## config.mk

```make
export PLATFORM = sky130hd
export DESIGN_NAME = keypad_scan
export DESIGN_NICKNAME = d
export VERILOG_FILES = /design/src/rtl/keypad_pkg.sv /design/src/rtl/key_sync.sv /design/src/rtl/keypad_scan.sv
export SDC_FILE = /design/constraint.sdc
export NUM_CORES = 1
export LEC_CHECK = 0
export CORE_MARGIN = 4
export CORE_UTILIZATION = 45
export DETAILED_ROUTE_END_ITERATION = 7
export PLACE_DENSITY = 0.62
export SLEW_MARGIN = 20
export SYNTH_ARGS = -nofsm -noshare
export SYNTH_HDL_FRONTEND = slang
export SYNTH_SLANG_ARGS = --single-unit
```

## constraint.sdc

```tcl
create_clock -name clk -period 2.05 [get_ports clk]
set_input_delay 0.41 -clock clk [delete_from_list [all_inputs] [get_ports clk]]
set_output_delay 0.41 -clock clk [all_outputs]
set_load 0.05 [all_outputs]
```

## src/rtl/keypad_pkg.sv

```systemverilog
`default_nettype none
// ============================================================================
// Package   : keypad_pkg
// Purpose   : Shared constants and state encoding for the 4x4 keypad scanner.
// Revision  : 1.0  initial release
// ============================================================================
package keypad_pkg;

  localparam int ROWS   = 4;
  localparam int COLS   = 4;
  localparam int CODE_W = 4;

  // Row drive after reset: row 0 driven low, all others released high.
  localparam logic [ROWS-1:0] ROW_RESET = 4'b1110;

  typedef enum logic [0:0] {
    KS_IDLE = 1'b0,
    KS_HELD = 1'b1
  } ks_state_t;

endpackage : keypad_pkg
`default_nettype wire

```

## src/rtl/key_sync.sv

```systemverilog
`default_nettype none
// ============================================================================
// Module    : key_sync
// Purpose   : Parameterised two-flop synchronizer. Both stages reset to
//             all-ones, the idle level of pulled-up keypad columns.
// Ports     : clk - clock
//             rst - synchronous active-low reset
//             d   - asynchronous input bus
//             q   - synchronized output bus
// Revision  : 1.0  initial release
// ============================================================================
module key_sync #(
  parameter int WIDTH = 4
) (
  input  logic             clk,
  input  logic             rst,
  input  logic [WIDTH-1:0] d,
  output logic [WIDTH-1:0] q
);

  logic [WIDTH-1:0] meta;

  always_ff @(posedge clk) begin
    if (!rst) begin
      meta <= '1;
      q    <= '1;
    end else begin
      meta <= d;
      q    <= meta;
    end
  end

endmodule : key_sync
`default_nettype wire

```

## src/rtl/keypad_scan.sv

```systemverilog
`default_nettype none
// ============================================================================
// Module    : keypad_scan
// Purpose   : 4x4 matrix keypad scanner. Drives one row low per slot, samples
//             the synchronized columns at the end of the slot, merges a whole
//             scan into {hit, code} (lowest index wins) and debounces over
//             DEBOUNCE identical scans before reporting a press.
// Ports     : clk       - system clock
//             rst       - synchronous active-low reset
//             key_row   - row drive, active-low one-hot
//             key_col   - column returns, low = key closed in driven row
//             key_code  - code (row*4+col) of last debounced press
//             key_valid - one-cycle pulse when key_code takes a new press
//             key_down  - high while a debounced key is held
// Revision  : 1.0  initial release
// ============================================================================
module keypad_scan
  import keypad_pkg::*;
#(
  parameter int SCAN_DIV = 50000,
  parameter int DEBOUNCE = 4
) (
  input  logic              clk,
  input  logic              rst,
  output logic [ROWS-1:0]   key_row,
  input  logic [COLS-1:0]   key_col,
  output logic [CODE_W-1:0] key_code,
  output logic              key_valid,
  output logic              key_down
);

  localparam int                SLOT_W     = $clog2(SCAN_DIV);
  localparam logic [SLOT_W-1:0] SLOT_LAST  = SLOT_W'(SCAN_DIV - 1);
  localparam logic [3:0]        STABLE_MAX = 4'(DEBOUNCE);

  logic [SLOT_W-1:0] slot_cnt;
  logic [1:0]        row_idx;
  logic [COLS-1:0]   col_sync;
  logic              sample_en;

  // Partial result of the scan in progress, and the last completed scan.
  logic              acc_hit;
  logic [CODE_W-1:0] acc_code;
  logic              prev_hit;
  logic [CODE_W-1:0] prev_code;
  logic [3:0]        stable_cnt;
  logic              scan_done;

  logic              row_any;
  logic [1:0]        row_col;
  logic              res_hit;
  logic [CODE_W-1:0] res_code;

  ks_state_t         state, state_nxt;
  logic              valid_nxt;
  logic [CODE_W-1:0] code_nxt;

  key_sync #(.WIDTH(COLS)) u_sync (
    .clk (clk),
    .rst (rst),
    .d   (key_col),
    .q   (col_sync)
  );

  assign sample_en = (slot_cnt == SLOT_LAST);

  // Lowest closed column in the currently driven row.
  always_comb begin
    row_any = ~&col_sync;
    row_col = 2'd0;
    for (int c = COLS - 1; c >= 0; c--) begin
      if (!col_sync[c]) row_col = 2'(c);
    end
  end

  // A hit already found in an earlier row of this scan keeps priority.
  always_comb begin
    res_hit  = acc_hit;
    res_code = acc_code;
    if (!acc_hit && row_any) begin
      res_hit  = 1'b1;
      res_code = {row_idx, row_col};
    end
  end

  // Slot timing, row rotation, scan merge and debounce counting.
  always_ff @(posedge clk) begin
    if (!rst) begin
      slot_cnt   <= '0;
      row_idx    <= 2'd0;
      key_row    <= ROW_RESET;
      acc_hit    <= 1'b0;
      acc_code   <= '0;
      prev_hit   <= 1'b0;
      prev_code  <= '0;
      stable_cnt <= 4'd0;
      scan_done  <= 1'b0;
    end else begin
      scan_done <= 1'b0;
      if (sample_en) begin
        slot_cnt <= '0;
        row_idx  <= row_idx + 2'd1;
        key_row  <= {key_row[ROWS-2:0], key_row[ROWS-1]};
        if (row_idx == 2'd3) begin
          // Scan complete: clear the accumulator for the next scan.
          acc_hit   <= 1'b0;
          acc_code  <= '0;
          scan_done <= 1'b1;
          if (res_hit == prev_hit && res_code == prev_code) begin
            if (stable_cnt != STABLE_MAX) stable_cnt <= stable_cnt + 4'd1;
          end else begin
            stable_cnt <= 4'd1;
            prev_hit   <= res_hit;
            prev_code  <= res_code;
          end
        end else begin
          acc_hit  <= res_hit;
          acc_code <= res_code;
        end
      end else begin
        slot_cnt <= slot_cnt + SLOT_W'(1);
      end
    end
  end

  // Press/release decision, one cycle after the debounce counter updates.
  always_comb begin
    state_nxt = state;
    valid_nxt = 1'b0;
    code_nxt  = key_code;
    if (scan_done && stable_cnt == STABLE_MAX) begin
      case (state)
        KS_IDLE: begin
          if (prev_hit) begin
            state_nxt = KS_HELD;
            valid_nxt = 1'b1;
            code_nxt  = prev_code;
          end
        end
        KS_HELD: begin
          // A different stable key while held is ignored until release.
          if (!prev_hit) state_nxt = KS_IDLE;
        end
        default: state_nxt = KS_IDLE;
      endcase
    end
  end

  always_ff @(posedge clk) begin
    if (!rst) begin
      state     <= KS_IDLE;
      key_valid <= 1'b0;
      key_code  <= '0;
    end else begin
      state     <= state_nxt;
      key_valid <= valid_nxt;
      key_code  <= code_nxt;
    end
  end

  assign key_down = (state == KS_HELD);

endmodule : keypad_scan
`default_nettype wire

```

; ---- Word level (Yosys, flattened, before mapping)
; Index checks and enable logic that the tools add are counted.
[totals]
out_inout_bits = 10
in_bits = 6
elab_cells = 52
regBits = 51
[op_classes]
muxes = 12
addsub = 3
n_eq_ne = 7
reduce_logical = 12
n_bitwise = 4
[ops]
columns = op, n
row1 = "16-bit by 1-bit adder with 16-bit output, second input constant", 1
row2 = "16-bit == test, second input constant", 1
row3 = 4-bit 2-to-1 mux, 4
row4 = 3-bit AND reduction, 3
row5 = 2-bit 2-to-1 mux, 4
row6 = "4-bit by 1-bit adder with 4-bit output, second input constant", 1
row7 = "4-bit by 3-bit == test with 1-bit output, second input constant", 1
row8 = 4-bit == test, 1
row9 = 1-bit 2-to-1 mux, 4
row10 = "4-bit by 3-bit != test with 1-bit output, second input constant", 1
row11 = 1-bit NOT, 4
row12 = 4-bit AND reduction, 1
row13 = 1-bit logical AND, 3
row14 = 3-bit OR reduction, 1
row15 = "2-bit by 1-bit adder with 2-bit output, second input constant", 1
row16 = "2-bit == test, second input constant", 1
row17 = 1-bit zero test, 2
row18 = "2-bit by 1-bit != test with 1-bit output, second input constant", 1
row19 = 2-bit AND reduction, 1
row20 = 2-bit OR reduction, 1
row21 = 1-bit == test, 1

; ---- Depth between registers and ports, before layout
[logic_depth]
depth_word = 9
ltp_mapped = 8
mapped_depth_nobuf = 8

; ---- Cells and area by module
; Synthesis repeated with hierarchy kept, for this count alone.
[unflattened]
hier_cells = 246
area_unflattened_um2 = 2314.7
[by_module_without_submodules]
columns = module, instances, area_each_um2, cells_each, seq_area_each_um2
row1 = keypad_scan, 1, 2104.5, 230, 860.8
row2 = key_sync, 1, 210.2, 16, 160.2

; ---- Worst setup path before layout
; OpenSTA, ideal clock, no wires.
[synth_path]
path_kind = register -> register
start = reg acc_hit
end = reg prev_code[3]
period_less_slack_ns = 1.884
required_time_ns = 1.929
n_path_buf = 1
setup_ns = 0.121
path_slack_ns = 0.166
t_arrival_ns = 1.763
stages_incl_launch_ff = 8
path_cell_list = dfxtp_1 -> buf_4 -> a41oi_4 -> mux2i_4 -> xor2_2 -> o2111ai_4 -> nand2_4 -> mux2_4
[synth_via]
elab_chain_cells = 7
word_cells_on_any_way = 9
cone_classes = eq/ne: 2 / mux: 2 / bitwise: 1 / reduce/logical: 4
[synth_lines]
columns = element, line_no
row1 = "start, declared", keypad_scan.sv:42  ; logic acc_hit;
row2 = "start signal, assigned", keypad_scan.sv:117  ; acc_hit <= res_hit;
row3 = 1-bit zero test, keypad_scan.sv:80  ; if (!acc_hit && row_any) begin
row4 = 1-bit logical AND, keypad_scan.sv:80
row5 = 4-bit 2-to-1 mux / 1-bit 2-to-1 mux (equally long branches), keypad_scan.sv:80
row6 = 4-bit == test / 1-bit == test (equally long branches), keypad_scan.sv:109  ; if (res_hit == prev_hit && res_code == prev_code) begin
row7 = 1-bit logical AND, keypad_scan.sv:109
row8 = 1-bit NOT (no source line), n/a
row9 = 3-bit AND reduction (no source line), n/a
row10 = "end signal, assigned", keypad_scan.sv:114  ; prev_code <= res_code;
row11 = "end, declared", keypad_scan.sv:45  ; logic [CODE_W-1:0] prev_code;
; Several ways; a longest one is shown, not always the timed one.
; A chain may end at the register's enable or synchronous reset.

; ---- Final worst setup path
[layout_path]
start = reg u_sync.q[3]
end = reg prev_code[3]
[layout_via]
elab_chain_cells = 9
word_cells_on_any_way = 14
cone_classes = eq/ne: 2 / mux: 6 / bitwise: 1 / reduce/logical: 5
[layout_lines]
columns = element, line_no
row1 = "start, declared", key_sync.sv:18  ; output logic [WIDTH-1:0] q
row2 = "start signal, assigned", key_sync.sv:29  ; q <= meta;
row3 = 2-bit 2-to-1 mux (4 in series), keypad_scan.sv:72  ; if (!col_sync[c]) row_col = 2'(c);
row4 = 4-bit 2-to-1 mux, keypad_scan.sv:80
row5 = 4-bit == test, keypad_scan.sv:109
row6 = 1-bit logical AND, keypad_scan.sv:109
row7 = 1-bit NOT (no source line), n/a
row8 = 3-bit AND reduction (no source line), n/a
; Several ways; a longest one is shown, not always the timed one.

==> results.cfg <==
[die]
num_io_pins = 16
start_util_pct = 47.61
die_area_mm2 = 0.006303
die_w_um = 79.39
coreArea_mm2 = 0.004817
die_h_um = 79.39
rows = 25

[worst_setup_path]
cpLargestDelayFamily = multiplexers
required_ns = 2.25
max_stage_delay_ns = 0.36
start_kind = register
critical_path_class = register to register
path_cells = a41oi_4, mux2i_4, xor2_2, o2111ai_4, nand2_4, mux2_4
r2r_end = prev_code[3]
path_buf_inv = 0
regToRegStartpoint = u_sync.q[3]
crit_fanout = 8
cp-end-kind = register
reg2reg_depth = 6
cp_slowest_cell = dfxtp_1
arrival_ns = 2.16
rrSetupSlack_ns = 0.09

[timing]
finalCritPeriodShare_pct = 95.70
hold_viol_final = 0
drv_slew = 0
final.setup.tns_ns = 0
max_slew_margin_pct = 66.58
rsz0062_at_grt = false
holdWs_ns = 0.4213
finalSetupViolCount = 0
fmax_ghz = 0.5097
fin_skew_ns = 0.002674
period_needed_ns = 1.962
tightest_slew_ns = 0.4997

[synth]
synth_top_area_share_pct = 44.52
postSynthAreaPerCell_um2 = 9.399
ys_seq_area_share_pct = 44.52
synth_warnings = 0
synth_area_leaders = dfxtp_1 45%, nor2_1 5.1%, nand2_1 4.6%
syn_inst = 244
syn_area_mm2 = 0.002293
yosysTopAreaCell = dfxtp_1
synth_fp_nets = 254
synth_cell_type_count = 49
ys_ff_latch = 51

[place]
port_buffers = 15
routabilityCongestion = 0.8586
dp_hpwl_um = 3187

[cts]
cts_num_sinks = 51
cts_tree = yes
clk_pin_slew_ns = 0.09
clock_latency_ns = 0.30
cts_buffers = 5
htree_levels = 2
clock_path_buffers = 2
cts_root_buffer = clkbuf_8

[pwr]
p_per_area_mw_per_mm2 = 624.8
power_leakage_nw = 1.016
total_power_w = 0.001676
ir_drop_uv = 426.7

[detailed_routing]
vias = 1725
wirelength_um = 4435
vias_per_cell = 5.059
drcViolationCount = 0
firstDrtPassIters = 4
drtIter0Drc = 82
ant_nets = 0
drt-wirelength-per-cell_um = 13.01

[grt]
grt_util_met2_pct = 25.00
grt_max_degree = 20
use_met3_pct = 3.273
grt.busiest_layer = met2
grt.total_usage_pct = 15.51
grt_pass1_vias = 1682
grt_first_pass_wirelength_um = 7741
gr-usage-met1_pct = 20.58
antenna_found_initial = 0
gr-total-overflow = 0

[layout]
final_layout_size_suffix_gt1_share_pct = 14.96
nets = 283
antenna_cells = 0
syn_to_final_growth_pct = 16.97

[hold_path]
holdPathEnd = u_sync.q[2]
whs_path_depth = 1
min_path_type = register to register
min_from = u_sync.meta[2]

[outcome]
outcome = complete, no violations

[job]
cap_viol_max_count = 0
==> metal layers <==
metal | share of wire (%) | vias to the layer above
li1 | - | 892
met3 | 2.5 | 4
met4 | 0.90 | 0
met2 | 46 | 15
met1 | 50 | 814
met5 | 0 | -
==> metrics by stage <==
step / util (%) / cell area (µm²) / worst slack, ns / cells
CTS: 55.19 / 2659 / 0.05618 / 339
global placement: 53.51 / 2577 / 0.09632 / 331
global route: 55.69 / 2683 / 0.007370 / 341
finish: 55.69 / 2683 / 0.08814 / 341
detailed placement: 53.51 / 2577 / 0.08060 / 331
floorplan: - / 2293 / 0.1660 / 244
==> worst max path at each step <==
stage | start | endpoint | depth (start not counted)
6_report | u_sync.q[3] | prev_code[3] | 6
3_3_place_gp | acc_hit | stable_cnt[0] | 6
4_1_cts | acc_hit | stable_cnt[0] | 6
3_5_place_dp | acc_hit | stable_cnt[0] | 6
5_1_grt | u_sync.q[3] | prev_code[3] | 6
2_1_floorplan | acc_hit | prev_code[3] | 7
==> state kept, by name (all words and copies together), names as in the netlist <==
signal and flops:
acc_code 4, acc_hit 1, key_code 4, key_down 1, key_row 4, key_valid 1
prev_code 4, prev_hit 1, row_idx 2, scan_done 1, slot_cnt 16, stable_cnt 4
u_sync.meta 4, u_sync.q 4
==> cells by family after synthesis <==
group | after synthesis | share of synthesized area (%)
simple gates | 116 | 26.68
compound gates | 29 | 9.984
buf+inv | 12 | 2.564
fa+ha+maj | 4 | 2.182
xor+xnor | 19 | 7.583
flops | 51 | 44.52
mux | 13 | 6.492
==> cell usage in the layout (no fill, tap or decap), types with 2 or more instances in the layout <==
cell type,count
a21o_2,2
a21oi_1,14
and2_1,2
and3_1,6
and4_1,5
buf_4,14
clkbuf_1,2
clkbuf_8,5
clkdlybuf4s50_1,15
dfxtp_1,50
ha_1,4
inv_1,4
mux2i_1,10
nand2_1,28
nand2b_1,9
nand3_1,10
nand4_1,4
nor2_1,31
nor2b_1,2
nor3_1,6
o21ai_0,2
o21bai_1,2
or2_2,2
xnor2_1,10
xor2_1,8
==> what timing repair did <==
action	4_1_cts	5_1_grt
hold buffers	0	0
setup buffers	0	2
setup endpoints to repair	0	6
endpoints found under the hold margin	0	0
resized for setup	0	3
==> cell usage after synthesis, drive strengths merged <==
cell / number
mux2: 2
or2: 3
inv: 4
nand2b: 9
nor3b: 1
o21bai: 2
clkinv: 1
nand4: 5
a21oi: 14
and3: 7
and4: 5
o21ai: 3
nor4b: 2
nand3: 10
mux2i: 11
a31o: 1
o221ai: 1
or3: 1
buf: 4
dfxtp: 51
o2111ai: 1
nor3: 6
ha: 4
a211oi: 1
nand2: 29
o41ai: 1
a21o: 2
a21bo: 1
a41oi: 1
clkbuf: 3
and2: 2
nand3b: 1
a2bb2oi: 1
nor2b: 2
and3b: 1
nor2: 32
xnor2: 10
xor2: 9
==> final cells by class <==
cell class	count	area (µm²)
fillers	480	2135
multi-input cells	181	1221
clock buffers	7	76.32
clock inverters	1	5.005
well taps	67	83.83
inverters	5	18.77
flip-flops and latches	51	1022
repair buffers	29	255.2
==> where the power goes <==
part	leakage [nW]	switching (W)	internal [W]
combinational	0.560	0.0000510	0.0000534
sequential	0.414	0.0000100	0.00100
clock	0.0422	0.000319	0.000240
total	1.02	0.000380	0.00130
No activity file was read; power rests on OpenSTA's default activity.
